<file path="src/rtl/ble_tx_pkg.sv">
// Shared constants and types for the BLE bit-serial TX path.
// CRC-24 polynomial, whitening taps and the CRC/whitening FSM state type.
package ble_tx_pkg;

  localparam int CRC_WIDTH = 24;
  localparam logic [CRC_WIDTH-1:0] CRC_POLY = 24'h00065B;

  localparam int WHITEN_WIDTH = 7;
  // old[6] feeds pos0 and is XORed into pos4
  localparam logic [WHITEN_WIDTH-1:0] WHITEN_FB_MASK = 7'b0010000;

  typedef enum logic [1:0] {
    Idle,
    Data,
    Crc,
    Drain
  } crc_wh_state_t;

  function automatic logic [CRC_WIDTH-1:0] crc_step(
    input logic [CRC_WIDTH-1:0] c,
    input logic                 d
  );
    logic fb;
    fb = c[CRC_WIDTH-1] ^ d;
    return {c[CRC_WIDTH-2:0], 1'b0} ^ (fb ? CRC_POLY : '0);
  endfunction

endpackage

</file>
<file path="src/rtl/ble_whitening_lfsr.sv">
// BLE data whitening LFSR (x^7 + x^4 + 1), seeded from the RF channel.
// Position 0 is forced to 1 on load; channel[5] lands in position 1.
module ble_whitening_lfsr
  import ble_tx_pkg::*;
(
  input  logic       aclk,
  input  logic       areset,
  input  logic       load,
  input  logic [5:0] channel,
  input  logic       step,
  output logic       bit_out
);

  logic [WHITEN_WIDTH-1:0] lfsr;

  assign bit_out = lfsr[WHITEN_WIDTH-1];

  always_ff @(posedge aclk or posedge areset) begin
    if (areset) begin
      lfsr <= '0;
    end else if (load) begin
      lfsr <= {channel[0], channel[1], channel[2],
               channel[3], channel[4], channel[5], 1'b1};
    end else if (step) begin
      lfsr <= {lfsr[WHITEN_WIDTH-2:0], lfsr[WHITEN_WIDTH-1]}
            ^ ({WHITEN_WIDTH{lfsr[WHITEN_WIDTH-1]}} & WHITEN_FB_MASK);
    end
  end

endmodule

</file>
<file path="src/rtl/crc_whitening_generator.sv">
// Bit-serial BLE CRC-24 append and channel whitening stage.
// One output register; the trailer follows the last PDU bit with no bubble.
module crc_whitening_generator
  import ble_tx_pkg::*;
(
  input  logic                 aclk,
  input  logic                 areset,
  input  logic                 restart,
  input  logic [CRC_WIDTH-1:0] crc_init,
  input  logic [5:0]           channel,
  input  logic                 whitening_en,
  input  logic                 input_tdata,
  input  logic                 input_tvalid,
  output logic                 input_tready,
  input  logic                 input_tlast,
  output logic                 output_tdata,
  output logic                 output_tvalid,
  input  logic                 output_tready,
  output logic                 output_tlast
);

  crc_wh_state_t        state;
  logic [CRC_WIDTH-1:0] crc;
  logic [4:0]           counter;
  logic                 wen;
  logic                 w_raw;
  logic                 w;
  logic                 slot_free;
  logic                 in_hs;
  logic                 out_hs;
  logic                 emit;

  assign slot_free    = ~output_tvalid | output_tready;
  assign input_tready = (state == Data) & slot_free;
  assign in_hs        = input_tvalid & input_tready;
  assign out_hs       = output_tvalid & output_tready;
  assign w            = wen & w_raw;
  // whitening advances only on bits that actually enter the output register
  assign emit = ~restart & (in_hs | ((state == Crc) & slot_free));

  ble_whitening_lfsr u_lfsr (
    .aclk    (aclk),
    .areset  (areset),
    .load    (restart),
    .channel (channel),
    .step    (emit),
    .bit_out (w_raw)
  );

  always_ff @(posedge aclk or posedge areset) begin
    if (areset) begin
      state         <= Idle;
      crc           <= '0;
      counter       <= '0;
      wen           <= 1'b0;
      output_tdata  <= 1'b0;
      output_tvalid <= 1'b0;
      output_tlast  <= 1'b0;
    end else if (restart) begin
      crc           <= crc_init;
      wen           <= whitening_en;
      counter       <= '0;
      output_tvalid <= 1'b0;
      output_tlast  <= 1'b0;
      state         <= Data;
    end else begin
      unique case (state)
        Idle: begin
          if (out_hs) output_tvalid <= 1'b0;
        end
        Data: begin
          if (in_hs) begin
            output_tdata  <= input_tdata ^ w;
            output_tvalid <= 1'b1;
            output_tlast  <= 1'b0;
            crc           <= crc_step(crc, input_tdata);
            if (input_tlast) state <= Crc;
          end else if (out_hs) begin
            output_tvalid <= 1'b0;
          end
        end
        Crc: begin
          if (slot_free) begin
            output_tdata  <= crc[CRC_WIDTH-1] ^ w;
            output_tvalid <= 1'b1;
            crc           <= {crc[CRC_WIDTH-2:0], 1'b0};
            counter       <= counter + 5'd1;
            if (counter == 5'(CRC_WIDTH - 1)) begin
              output_tlast <= 1'b1;
              state        <= Drain;
            end
          end
        end
        Drain: begin
          if (out_hs && output_tlast) begin
            output_tvalid <= 1'b0;
            output_tlast  <= 1'b0;
            state         <= Idle;
          end
        end
        default: state <= Idle;
      endcase
    end
  end

endmodule

</file>
<file path="config.mk">
export PLATFORM = sky130hd
export DESIGN_NAME = crc_whitening_generator
export DESIGN_NICKNAME = d
export VERILOG_FILES = /design/src/rtl/ble_tx_pkg.sv /design/src/rtl/ble_whitening_lfsr.sv /design/src/rtl/crc_whitening_generator.sv
export SDC_FILE = /design/constraint.sdc
export NUM_CORES = 1
export LEC_CHECK = 0
export ABC_AREA = 1
export CAP_MARGIN = 20
export CORE_UTILIZATION = 50
export DETAILED_ROUTE_END_ITERATION = 10
export GPL_ROUTABILITY_DRIVEN = 0
export GPL_TIMING_DRIVEN = 0
export MAX_ROUTING_LAYER = met4
export PLACE_DENSITY_LB_ADDON = 0.15
export REMOVE_ABC_BUFFERS = 1
export SYNTH_ARGS = -nofsm -noshare
export SYNTH_HDL_FRONTEND = slang
export SYNTH_SLANG_ARGS = --single-unit
export TNS_END_PERCENT = 20
</file>
<file path="constraint.sdc">
create_clock -name aclk -period 4.15 [get_ports aclk]
set_clock_uncertainty 0.2 [all_clocks]
set_input_delay 1.0375 -clock aclk [delete_from_list [all_inputs] [get_ports aclk]]
set_output_delay 1.0375 -clock aclk [all_outputs]
set_load 0.05 [all_outputs]
</file>
==> run summary <==
After Yosys synthesis, full adders, half adders and majority gates account for 0.505% of the synthesized area. The synthesized design contains 42 register bits. The number of buffers added to fix hold violations after cts is 0. The CTS clock-pin slew for the worst setup and hold paths is 0.08 ns, and the post-layout instance count excluding filler cells is 417. The instance count along the most critical hold path came out at 2. Share of the synthesized area in compound gates (AO/OA/AOI/OAI): 16.5%. The number of synthesized flops with an enable pin came out at 0.

The run gives 0 as the number of antenna violations at the first check in global routing. TritonCTS built the clock tree. The worst-margin pin slew was 0.936 ns. Leakage power: 1.41 nW. The run gives 3130 microns as the post-DP HPWL. After synthesis, the largest area contributor takes up 42.4% of total cell area. The beginning of the worst register-to-register path is state[1]$_DFFE_PP0P_.

Total of endpoints with negative setup slack in the final report: 0. The worst-case IR drop observed on VDD is 0.290 mV. In this run the number of H-tree levels came out at 2.

The worst setup path is launched from a primary input. The cell area after synthesis was 0.00248 sq mm. Summing the sequential cell areas from Yosys gives 42.4% of the chip area.

The critical path is of the in2out type. After Yosys synthesis, XOR and XNOR cells account for 0.353% of the synthesized area. The run gives 315 as the gate count of the mapped netlist.

The floorplan has 25 rows. Across all register-to-register paths, the minimum setup slack is 2.14 ns. The routed wire length was 4650 microns; the via-per-instance ratio was 4.79. During synthesis, Yosys emitted a total of 0 warnings. The tree is rooted in a sky130_fd_sc_hd__clkbuf_8.

The number of placed I/O pins is 42. Global routing finished with a remaining overflow of 0. Measured against its own limit, the worst slew margin works out to 37.6%. The number of design-rule violations left by the first detailed-router iteration was 93.

For the total power, the log shows 1.69 mW. The commonest cells after synthesis are sky130_fd_sc_hd__nand2_1 (112), sky130_fd_sc_hd__dfrtp_1 (42), sky130_fd_sc_hd__inv_1 (35). Power spread over the standard cell area amounts to 576 mW/mm^2. The largest net degree at the start of global routing was 57; the final routed DRC violation total was 0. After detailed placement, the total cell area comes to 0.00285 sq mm. The area of the core region was 0.00475 sq mm. After detailed routing, the average wire length per cell comes to 11.1 microns. In the global route stage, overall resource usage came out at 21.1%. Setup repair after global routing left no endpoint under its margin.

After routing the design area is 0.00293 sq mm. The final worst setup slack was 0.408 ns. The count of final max-slew check failures was 0; the number of input and output port buffers inserted was 41. The floorplan step set the die width to 72.4 microns. Share of the clock period used by the worst path: 90.2%. The worst hold path begins at wen$_DFFE_PP0P_. Post-synthesis simple-gate area fraction: 29.0%. The tool flagged a number of max-cap violations equal to 0. Counting tap cells, the placed design contains a total of 410 instances. Adding up every negative setup slack in the final design gives 0 ns.

Endpoint with the worst hold slack: wen$_DFFE_PP0P_. The number of cells on the worst reg-to-reg path is 9. Sorting the synthesized cells by area gives the leading types as sky130_fd_sc_hd__dfrtp_1 (42%), sky130_fd_sc_hd__nand2_1 (17%), sky130_fd_sc_hd__o21ai_2 (7.8%). The clock reaches the later pin of the worst-skew pair after 0.29 ns. In this run the worst path has a maximum fanout of 3.

Dividing the synthesized area by the synthesized cell count gives 7.87 sq um. The run finished with clean final reports. The worst path needs 3.74 ns of the cycle, external delays included. After synthesis, the largest family of logic cells by area is simple AND/OR/NAND/NOR gates. Wire length of the first global-routing pass: 8350 microns. The number of unique standard cell types used by synthesis is 36, and the multiplexer fraction of the synthesized cell area is 0.404%. The longest clock path from root to sink contains 2 buffers. The largest total area in the synthesized netlist belongs to sky130_fd_sc_hd__dfrtp_1.

In the final design database the tool counted 389 nets. At the worst endpoint, the required time is 2.91 ns. The die covers 0.00524 sq mm. The total count of hold-check failures in the final report is 0, and the area growth from synthesis to layout is 18.2%. For the worst setup path, the data arrival time is 2.50 ns.

The run gives 4 as the first-pass iteration count of the detailed router. OpenSTA, run right after detailed placement, puts the worst setup slack at 0.409 ns. In the post-synthesis netlist, the cell with the most instances is sky130_fd_sc_hd__nand2_1.

The tools report the met2 routed wirelength as 2150 microns. The most common flop cell mapped by yosys is sky130_fd_sc_hd__dfrtp_1. In this run the critical register-to-register path is captured at crc[1]$_DFFE_PP0P_.

The logs give 267 MHz for the fmax and 1998 for the via count. The height of the die works out to 72.4 microns. The tightest hold margin is 0.279 ns. Measured on the finished design, the core utilization comes to 61.6%. The tools report the number of clock buffers inserted by TritonCTS as 5. Type of element capturing the critical path: an output port. After detailed routing, the met3 layer carries 164 microns of wire.

For this configuration, the core starts out at a cell density of 52.1%. The run gives 1965 as the number of global-route vias before repair. After clock tree synthesis, the repair step resized 0 gates. Routed signal wires occupy layers up through met4. The detailed router put a total of 2260 microns of wire on met1. For the buffers inserted during post-CTS setup optimization, the log shows 0.

Counting flops with an async set or reset pin after synthesis yields a share of 100%. The logs give 0 for the count of antenna-violating nets left after detailed routing and 0 for the final antenna diode count. Cells with a size suffix above 1 make up 15.1% of the layout. Clock tree synthesis found a total of 42 sinks. Path class of the lowest-slack min-delay path: reg2reg.
-- worst max path at each step --
| stage | start | end | slack (ns) | cells after the start |
|---|---|---|---|---|
| after global routing | output_tready | input_tready | 0.33 | 4 |
| after global placement | restart | crc[1]$_DFFE_PP0P_ | -0.05 | 7 |
| after CTS | output_tready | input_tready | 0.40 | 4 |
| after detailed placement | output_tready | input_tready | 0.41 | 4 |
| after floorplan | output_tready | input_tready | 1.18 | 2 |
| final | output_tready | input_tready | 0.41 | 4 |
-- final cells by class --
type	instances	area, sq um
clock buffer	7	76.3
fill	451	1820
inverter	40	155
multi-input combinational	220	1160
sequential	42	1050
tap	67	83.8
timing repair buffer	41	405
-- routing by layer --
| layer | vias up | track usage [%] |
|---|---|---|
| li1 | 1063 | - |
| met5 | - | - |
| met3 | 6 | 4.86 |
| met4 | 0 | 7.19 |
| met2 | 33 | 34.5 |
| met1 | 896 | 25.8 |
-- layout by cell type, fill, tap and decap left out, drive strengths merged, types with 7 or more instances in the layout --
| cell type | netlist | layout |
|---|---|---|
| nand2 | 116 | 116 |
| dfrtp | 42 | 42 |
| o21ai | 49 | 49 |
| inv | 39 | 39 |
| clkbuf | 3 | 7 |
| nor2 | 12 | 12 |
| clkdlybuf4s50 | 0 | 40 |
| nand3 | 19 | 19 |
-- registers in the layout, summed over array words and instances (netlist names) --
register / count
crc: 24
output_tvalid: 1
state: 2
counter: 5
output_tdata: 1
u_lfsr.lfsr: 7
output_tlast: 1
wen: 1
-- critical path, stage by stage --
cell	delay, ns
sky130_fd_sc_hd__clkdlybuf4s50_1	0.50
sky130_fd_sc_hd__nor2_1	0.08
sky130_fd_sc_hd__nor2_1	0.08
sky130_fd_sc_hd__clkdlybuf4s50_1	0.80
-- power by group --
part | internal, mW | switching, mW | total [mW]
Sequential | 0.578 | 0.104 | 0.681
Combinational | 0.273 | 0.486 | 0.758
Clock | 0.116 | 0.133 | 0.249
-- kinds of logic (layout without fill, tap and decap cells) --
| logic type | count (synthesis) | after routing |
|---|---|---|
| multiplexers | 1 | 1 |
| buffers and inverters | 53 | 88 |
| XOR/XNOR | 1 | 1 |
| flip-flops | 42 | 42 |
| AND/OR/NAND/NOR | 158 | 158 |
| adder cells (fa/ha/maj) | 1 | 1 |
| AO/OA/AOI/OAI | 59 | 59 |
(Power assumes the default switching activity.)
